==> config.mk <==
export PLATFORM = sky130hd
export DESIGN_NAME = agusec_fault_pipe
export DESIGN_NICKNAME = d
export VERILOG_FILES = /design/src/rtl/agusec_fault_pipe_pkg.sv /design/src/rtl/agusec_fault_fifo.sv /design/src/rtl/agusec_fault_pipe.sv
export SDC_FILE = /design/constraint.sdc
export NUM_CORES = 1
export LEC_CHECK = 0
export CAP_MARGIN = 20
export CORE_MARGIN = 2
export CORE_UTILIZATION = 59
export CTS_CLUSTER_SIZE = 25
export DETAILED_ROUTE_END_ITERATION = 7
export GPL_TIMING_DRIVEN = 0
export PLACE_DENSITY_LB_ADDON = 0.2
export SYNTH_ARGS = -nofsm -noshare
export SYNTH_HDL_FRONTEND = slang
export SYNTH_HIERARCHICAL = 1
export SYNTH_SLANG_ARGS = --single-unit
==> constraint.sdc <==
create_clock -name clk -period 7.6 [get_ports clk]
set_input_delay 1.52 -clock clk [delete_from_list [all_inputs] [get_ports clk]]
set_output_delay 1.52 -clock clk [all_outputs]
set_load 0.05 [all_outputs]
==> src/rtl/agusec_fault_pipe_pkg.sv <==
// agusec_fault_pipe_pkg
// Shared definitions for the AGU security fault pipe.
// Holds the fault-record field widths and the packed fault-record struct
// that the output stage and the fault FIFO exchange. The pointer-field
// macro below falls back to the struct-header layout when the shared header
// has not already provided it.

`ifndef PTR_EXP
`define PTR_EXP 63:59
`endif

package agusec_fault_pipe_pkg;

  localparam int FREC_II_W   = 10;
  localparam int FREC_EXP_W  = 5;
  localparam int FREC_ADDR_W = 40;

  // The recorded address is the checked pointer with the low nibble dropped.
  localparam int ADDR_LSB = 4;
  localparam int ADDR_MSB = ADDR_LSB + FREC_ADDR_W - 1;

  typedef struct packed {
    logic [FREC_II_W-1:0]   ii;
    logic [FREC_EXP_W-1:0]  exp;
    logic [FREC_ADDR_W-1:0] addr;
  } agusec_frec_t;

endpackage

==> src/rtl/agusec_fault_fifo.sv <==
// agusec_fault_fifo
// Small fault-record FIFO drained by the exception unit.
// Ports:
//   clk, rst      clock and synchronous active-high reset
//   push, push_rec  write a fault record (dropped and counted when full)
//   pop           consume the head entry (ignored while empty)
//   clr           empty the FIFO and clear the overflow bookkeeping
//   valid, head   FIFO non-empty and combinational head entry
//   ovf, drops    sticky overflow flag and saturating drop counter

module agusec_fault_fifo
  import agusec_fault_pipe_pkg::*;
#(
  parameter int DEPTH = 4,
  parameter int CNT_W = 8
) (
  input  logic               clk,
  input  logic               rst,
  input  logic               push,
  input  agusec_frec_t       push_rec,
  input  logic               pop,
  input  logic               clr,
  output logic               valid,
  output agusec_frec_t       head,
  output logic               ovf,
  output logic [CNT_W-1:0]   drops
);

  localparam int AW = $clog2(DEPTH);
  localparam int PW = AW + 1;

  agusec_frec_t mem [DEPTH];
  logic [PW-1:0] wr_ptr;
  logic [PW-1:0] rd_ptr;

  logic empty;
  logic full;
  logic do_pop;
  logic do_push;
  logic do_drop;

  // Pointers carry one extra wrap bit: equal pointers mean empty, equal
  // indices with differing wrap bits mean full.
  assign empty = (wr_ptr == rd_ptr);
  assign full  = (wr_ptr[PW-1] != rd_ptr[PW-1]) &&
                 (wr_ptr[AW-1:0] == rd_ptr[AW-1:0]);

  // A same-cycle pop frees the slot a full-FIFO push needs.
  assign do_pop  = pop & ~empty;
  assign do_push = push & (~full | do_pop);
  assign do_drop = push & full & ~do_pop;

  assign valid = ~empty;
  assign head  = mem[rd_ptr[AW-1:0]];

  // Clear wins over any same-cycle push or pop; the discarded push is not
  // counted as a drop.
  always_ff @(posedge clk) begin
    if (rst) begin
      wr_ptr <= '0;
      rd_ptr <= '0;
      ovf    <= 1'b0;
      drops  <= '0;
      for (int i = 0; i < DEPTH; i++) begin
        mem[i] <= '0;
      end
    end else if (clr) begin
      wr_ptr <= '0;
      rd_ptr <= '0;
      ovf    <= 1'b0;
      drops  <= '0;
    end else begin
      if (do_push) begin
        mem[wr_ptr[AW-1:0]] <= push_rec;
        wr_ptr <= wr_ptr + 1'b1;
      end
      if (do_pop) begin
        rd_ptr <= rd_ptr + 1'b1;
      end
      if (do_drop) begin
        ovf <= 1'b1;
        if (~&drops) begin
          drops <= drops + 1'b1;
        end
      end
    end
  end

endmodule

==> src/rtl/agusec_fault_pipe.sv <==
// agusec_fault_pipe
// Registered stage after the AGU security range check. Presents a
// one-cycle-delayed pass/fault verdict to the load/store queue and records
// every faulting access in a fault FIFO for the exception unit.
// Ports:
//   clk, rst                 clock and synchronous active-high reset
//   stall, flush             hold the output stage / kill the in-flight op
//   in_en, in_ptr, in_ok, in_ii   AGU check result (in_ok=1 means pass)
//   out_en, out_fault, out_ii     registered verdict
//   fq_valid, fq_ii, fq_exp, fq_addr   fault FIFO head
//   fq_pop, fq_clr           drain / empty the fault FIFO
//   fq_ovf, fq_drops         sticky overflow and saturating drop count

module agusec_fault_pipe
  import agusec_fault_pipe_pkg::*;
#(
  parameter int DEPTH = 4,
  parameter int II_W  = FREC_II_W,
  parameter int CNT_W = 8
) (
  input  logic                   clk,
  input  logic                   rst,
  input  logic                   stall,
  input  logic                   flush,
  input  logic                   in_en,
  input  logic [63:0]            in_ptr,
  input  logic                   in_ok,
  input  logic [II_W-1:0]        in_ii,
  output logic                   out_en,
  output logic                   out_fault,
  output logic [II_W-1:0]        out_ii,
  output logic                   fq_valid,
  output logic [II_W-1:0]        fq_ii,
  output logic [FREC_EXP_W-1:0]  fq_exp,
  output logic [FREC_ADDR_W-1:0] fq_addr,
  input  logic                   fq_pop,
  input  logic                   fq_clr,
  output logic                   fq_ovf,
  output logic [CNT_W-1:0]       fq_drops
);

  logic         acc;
  logic         push;
  agusec_frec_t push_rec;
  agusec_frec_t head;

  assign acc  = in_en & ~stall & ~flush;
  // A flush or stall in the same cycle suppresses the record through acc.
  assign push = acc & ~in_ok;

  assign push_rec.ii   = in_ii;
  assign push_rec.exp  = in_ptr[`PTR_EXP];
  assign push_rec.addr = in_ptr[ADDR_MSB:ADDR_LSB];

  // Flush beats stall; a stall without flush freezes the whole output stage,
  // and an idle cycle clears the valid/fault pair but keeps the last index.
  always_ff @(posedge clk) begin
    if (rst) begin
      out_en    <= 1'b0;
      out_fault <= 1'b0;
      out_ii    <= '0;
    end else if (flush) begin
      out_en    <= 1'b0;
      out_fault <= 1'b0;
    end else if (!stall) begin
      if (in_en) begin
        out_en    <= 1'b1;
        out_fault <= ~in_ok;
        out_ii    <= in_ii;
      end else begin
        out_en    <= 1'b0;
        out_fault <= 1'b0;
      end
    end
  end

  agusec_fault_fifo #(
    .DEPTH (DEPTH),
    .CNT_W (CNT_W)
  ) u_fifo (
    .clk      (clk),
    .rst      (rst),
    .push     (push),
    .push_rec (push_rec),
    .pop      (fq_pop),
    .clr      (fq_clr),
    .valid    (fq_valid),
    .head     (head),
    .ovf      (fq_ovf),
    .drops    (fq_drops)
  );

  assign fq_ii   = head.ii;
  assign fq_exp  = head.exp;
  assign fq_addr = head.addr;

endmodule

# Word-level counts from Yosys, hierarchy flattened
# Memories as Yosys holds them, arrays and structs flattened. A register that Yosys moved wholly into a read port is not among the register bits.
# Cells that the tools add are included.
[op_classes] addsub=3 n_eq_ne=3 muxes=13 n_bitwise=15 n_reduce_logical=7
[op_table] op="$mux 55" n=1
[op_table] op="$reduce_or 55->1" n=1
[op_table] op="$mux 1" n=9
[op_table] op="$add 8x1->8 const B" n=1
[op_table] op="$reduce_and 8->1" n=1
[op_table] op="$and 1x1->1" n=7
[op_table] op="$not 1->1" n=7
[op_table] op="$add 3x1->3 const B" n=2
[op_table] op="$mux 2" n=3
[op_table] op="$reduce_or 2->1" n=2
[op_table] op="$eq 3x3->1" n=1
[op_table] op="$reduce_and 3->1" n=1
[op_table] op="$eq 2x2->1" n=1
[op_table] op="$reduce_and 2->1" n=1
[op_table] op="$logic_and 1x1->1" n=1
[op_table] op="$ne 1x1->1" n=1
[op_table] op="$or 1x1->1" n=1
[totals] regBits=27 ram_bits=220 output_inout_bits=77 wordCells=49 memories=1
[mem_list] name="u_fifo.mem" words=4 width=55 rd=1 rd_clocked_by_memory_dff=1 wr=4 line="agusec_fault_fifo.sv:32" source="agusec_frec_t mem [DEPTH];"

# Longest topological paths before layout
[depth] depth_word=11 ltp_mapped=8 ltp_nobuf=6

# Hierarchy
# Netlist, hierarchy kept.
[modules_own_cells] module="agusec_fault_fifo" instances=1 cells_each=634 area_per_inst_um2=10301.1 seq_area_each_um2=6946.7
[modules_own_cells] module="agusec_fault_pipe" instances=1 cells_each=52 area_per_inst_um2=539.3 seq_area_each_um2=240.2

# Worst setup path before layout
# OpenSTA, ideal clock, no wires.
[synth_path] path_kind="input-to-reg" start="input port stall" end="memory u_fifo/mem[2][0] (netlist name) (enable)" setup_time_ns=0.412 arrival_ns=3.473 setup_slack_ns=3.715 path_stages=6 path_buffers=1 path_cell_list="nor3b_2 > nor2b_1 > buf_2 > o41ai_4 > nor2_1 > a21o_1"
[synth_lines] item="from (decl)" line="agusec_fault_pipe.sv:23" source="input logic stall,"
[synth_lines] item="to (decl)" line="agusec_fault_fifo.sv:32"

==> results.sh <==
export IMPL_power_density_nw_per_um2=216
export IMPL_cts_htree_levels=1
export IMPL_track_usage_pct=23.6
export IMPL_drv_slew=0
export IMPL_num_antenna_cells=0
export IMPL_setup_violations_final=0
export IMPL_via_per_inst=5.73
export IMPL_pwr_share_seq_pct=53.3
export IMPL_final_fill_count=1122
export IMPL_grtUsageMet2_pct=41.2
export IMPL_synth_top_cell_area_share_pct=60.9
export IMPL_combPwrFrac_pct=6.8
export IMPL_grtUsageMet3_pct=4.61
export IMPL_clkPwrFrac_pct=39.9
export IMPL_fin_util_pct=74.1
export IMPL_die_h_um=140
export IMPL_synth_nets=771
export IMPL_setup_tns_ns=0
export IMPL_finClkSkew_ns=0.00800
export IMPL_synthArstFlopShare_pct=0
export IMPL_fin_crit_ns=4.71
export IMPL_postCtsResizedCells=0
export IMPL_yosysSeqAreaShare_pct=66.3
export IMPL_ctsHoldBuffers=0
export IMPL_crit_arrival_ns=3.19
export IMPL_use_met1_pct=31.0
export IMPL_drt_iter0_markers=496
export IMPL_holdWs_ns=0.474
export IMPL_grt_max_degree=56
export IMPL_min_path_type="flop to flop"
export IMPL_cts_root_to_sink_buffers=3
export IMPL_numCtsBuffers=25
export IMPL_syn_area_sq_um=10800
export IMPL_final_layout_size_suffix_gt1_share_pct=14.3
export IMPL_drtPass1Iterations=4
export IMPL_ctsRootBufferMaster="clkbuf_16"
export IMPL_finalNetCount=940
export IMPL_rsz0062_at_grt="no"
export IMPL_ys_ff_latch=249
export IMPL_p_sw_share_pct=21.4
export IMPL_cts_sinks=249
export IMPL_synth_compound_area_share_pct=1.78
export IMPL_cellInternalPower_uw=2270
export IMPL_synth_edff_count=220
export IMPL_core_rowCount=49
export IMPL_synth_flop_cell="edfxtp_1"
export IMPL_p_sw_uw=619
export IMPL_synth_cell_types=45
export IMPL_endpoint_kind="primary output"
export IMPL_cts_tree="yes"
export IMPL_path_clk_slew_ns=0.06
export IMPL_busiest_layer="met2"
export IMPL_synth_top_family_by_area="simple AND/OR/NAND/NOR gates"
export IMPL_postSynthAreaPerCell_sq_um=15.8
export IMPL_outcome="finished, final reports clean"
export IMPL_wl_per_cell_um=20.7
export IMPL_required_ns=6.08
export IMPL_gp_congestion=0.791
export IMPL_detail_route_antenna_nets=0
export IMPL_initial_utilization_pct=60.1
export IMPL_drt_total_wl_um=22800
export IMPL_area_growth_pct=23.3
export IMPL_ys_top_cells_by_area="edfxtp_1 61%, and2_1 13%, mux4_2 11%"
export IMPL_yosysTopAreaCell="edfxtp_1"
export IMPL_ios=159
export IMPL_leakagePower_uw=0.00479
export IMPL_die_w_um=140
export IMPL_cts_setup_buffers=0
export IMPL_core_sq_um=18000
export IMPL_yosys_warnings=6
export IMPL_synth_adder_area_share_pct=0.346
export IMPL_worst_setup_path_type="flop to primary output"
export IMPL_yosysMostFrequentCell="and2_1"
export IMPL_worst_skew_pair_late_latency_ns=0.51
export IMPL_hpwl_um=14200
export IMPL_muxShareOfSynthArea_pct=12.4
export IMPL_ir_worst_vdd_mv=0.205
export IMPL_grt_pass1_wl_um=35700
export IMPL_synth_cells=686
export IMPL_die_area_sq_um=19500
export IMPL_synth_simple_area_share_pct=16.7
export IMPL_tightest_slew_ns=0.896
export IMPL_grt_overflow_total=0
export IMPL_first_global_vias=6840
export IMPL_worstSetupStartpointType="flop"
export IMPL_synth_common_cells="221 x and2_1, 220 x edfxtp_1, 55 x mux4_2, 29 x dfxtp_1, 23 x clkbuf_1"
export IMPL_io_buffers=139
export IMPL_vias=6315
export IMPL_antenna_found_initial=1
export IMPL_drc=0
export IMPL_fmax_mhz=212
export IMPL_hold_viol=0
export IMPL_crit_fanout=10
export IMPL_relSlewSlack_pct=40.1
export IMPL_cap_violations=0
export IMPL_synth_xor_area_share_pct=0.635
export IMPL_fin_crit_sh_pct=62.0
-- per-stage QoR --
stage               area (sq um)  power, uW  setup WS, ns  std cells
finish                     13400       2890          2.89       1102
global placement           12500       1760          2.17       1054
detailed placement         12600       1760          3.03       1057
floorplan                  10800       1670          3.72        686
global route               13400       2970          2.65       1102
CTS                        13400       2910          2.80       1102
-- power by group through the flow --
stage                     clock network [uW]  registers, uW  logic, uW
after floorplan                            0           1570       95.2
after global placement                     0           1570        191
after detailed placement                   0           1570        198
after CTS                               1170           1540        198
after global routing                    1220           1540        207
final                                   1150           1540        197
-- routing by layer --
layer / wire length, um / part of all wire (%)
met1: 9130 / 40
met5: 0 / 0
met4: 323 / 1.4
met3: 1690 / 7.4
met2: 11600 / 51
-- sequential cells by signal, indices dropped and copies added (netlist names), named ones only --
name and count:
out_en 1, out_fault 1, out_ii 10, u_fifo/drops 8, u_fifo/mem 220, u_fifo/ovf 1
u_fifo/rd_ptr 3, u_fifo/wr_ptr 3
-- placed cells by master, fill, tap and decap left out, types with 2 or more instances in the layout --
master	count
a21oi_1	9
and2_1	221
buf_12	3
buf_2	6
clkbuf_1	30
clkbuf_16	25
clkbuf_2	10
clkbuf_8	2
clkdlybuf4s50_1	139
clkinv_2	7
dfxtp_1	29
edfxtp_1	220
ha_1	3
inv_1	3
mux2i_1	11
mux4_2	55
nand2_1	7
nand2b_1	21
nand3_1	3
nand3b_1	2
nand4_1	2
nor2_1	10
nor3b_2	2
nor4_1	3
o21ai_0	4
o311ai_0	2
o31ai_1	6
or2_4	2
or3_1	4
or4_1	3
xnor2_1	2
xor2_1	4
-- cells by family after synthesis --
| group | Yosys count |
|---|---|
| AND/OR/NAND/NOR | 290 |
| flip-flops | 249 |
| multiplexers | 66 |
| buffers and inverters | 45 |
| AO/OA/AOI/OAI | 26 |
| XOR/XNOR | 7 |
| adder cells (fa/ha/maj) | 3 |
-- worst paths after layout --
path / endpoint / depth (start not counted) / slack (ns) / startpoint
worst min-delay path: out_ii[3] / 2 / 0.47 / out_ii[3]
worst max register to register: u_fifo/mem[0][16] / 6 / 4.62 / u_fifo/wr_ptr[0]
worst max-delay path: fq_addr[26] / 4 / 2.89 / flop
worst min register to register: out_ii[3] / 2 / 0.47 / out_ii[3]
-- worst max-delay path: stages (launching register included) --
cell and delay [ns]:
dfxtp_1 0.30, clkbuf_1 0.60, buf_2 0.47, mux4_2 0.59, clkdlybuf4s50_1 0.72
-- area by class of cell --
type	instances	area [sq um]	area share, %
Buffer	42	189	1.41
Clock buffer	34	679	5.08
Clock inverter	11	86.3	0.646
Inverter	3	11.3	0.0843
Multi-Input combinational cell	392	3470	26.0
Sequential cell	249	7190	53.8
Tap cell	229	287	2.14
Timing Repair Buffer	142	1450	10.9
Note: power is estimated with default switching activity, not from simulation.
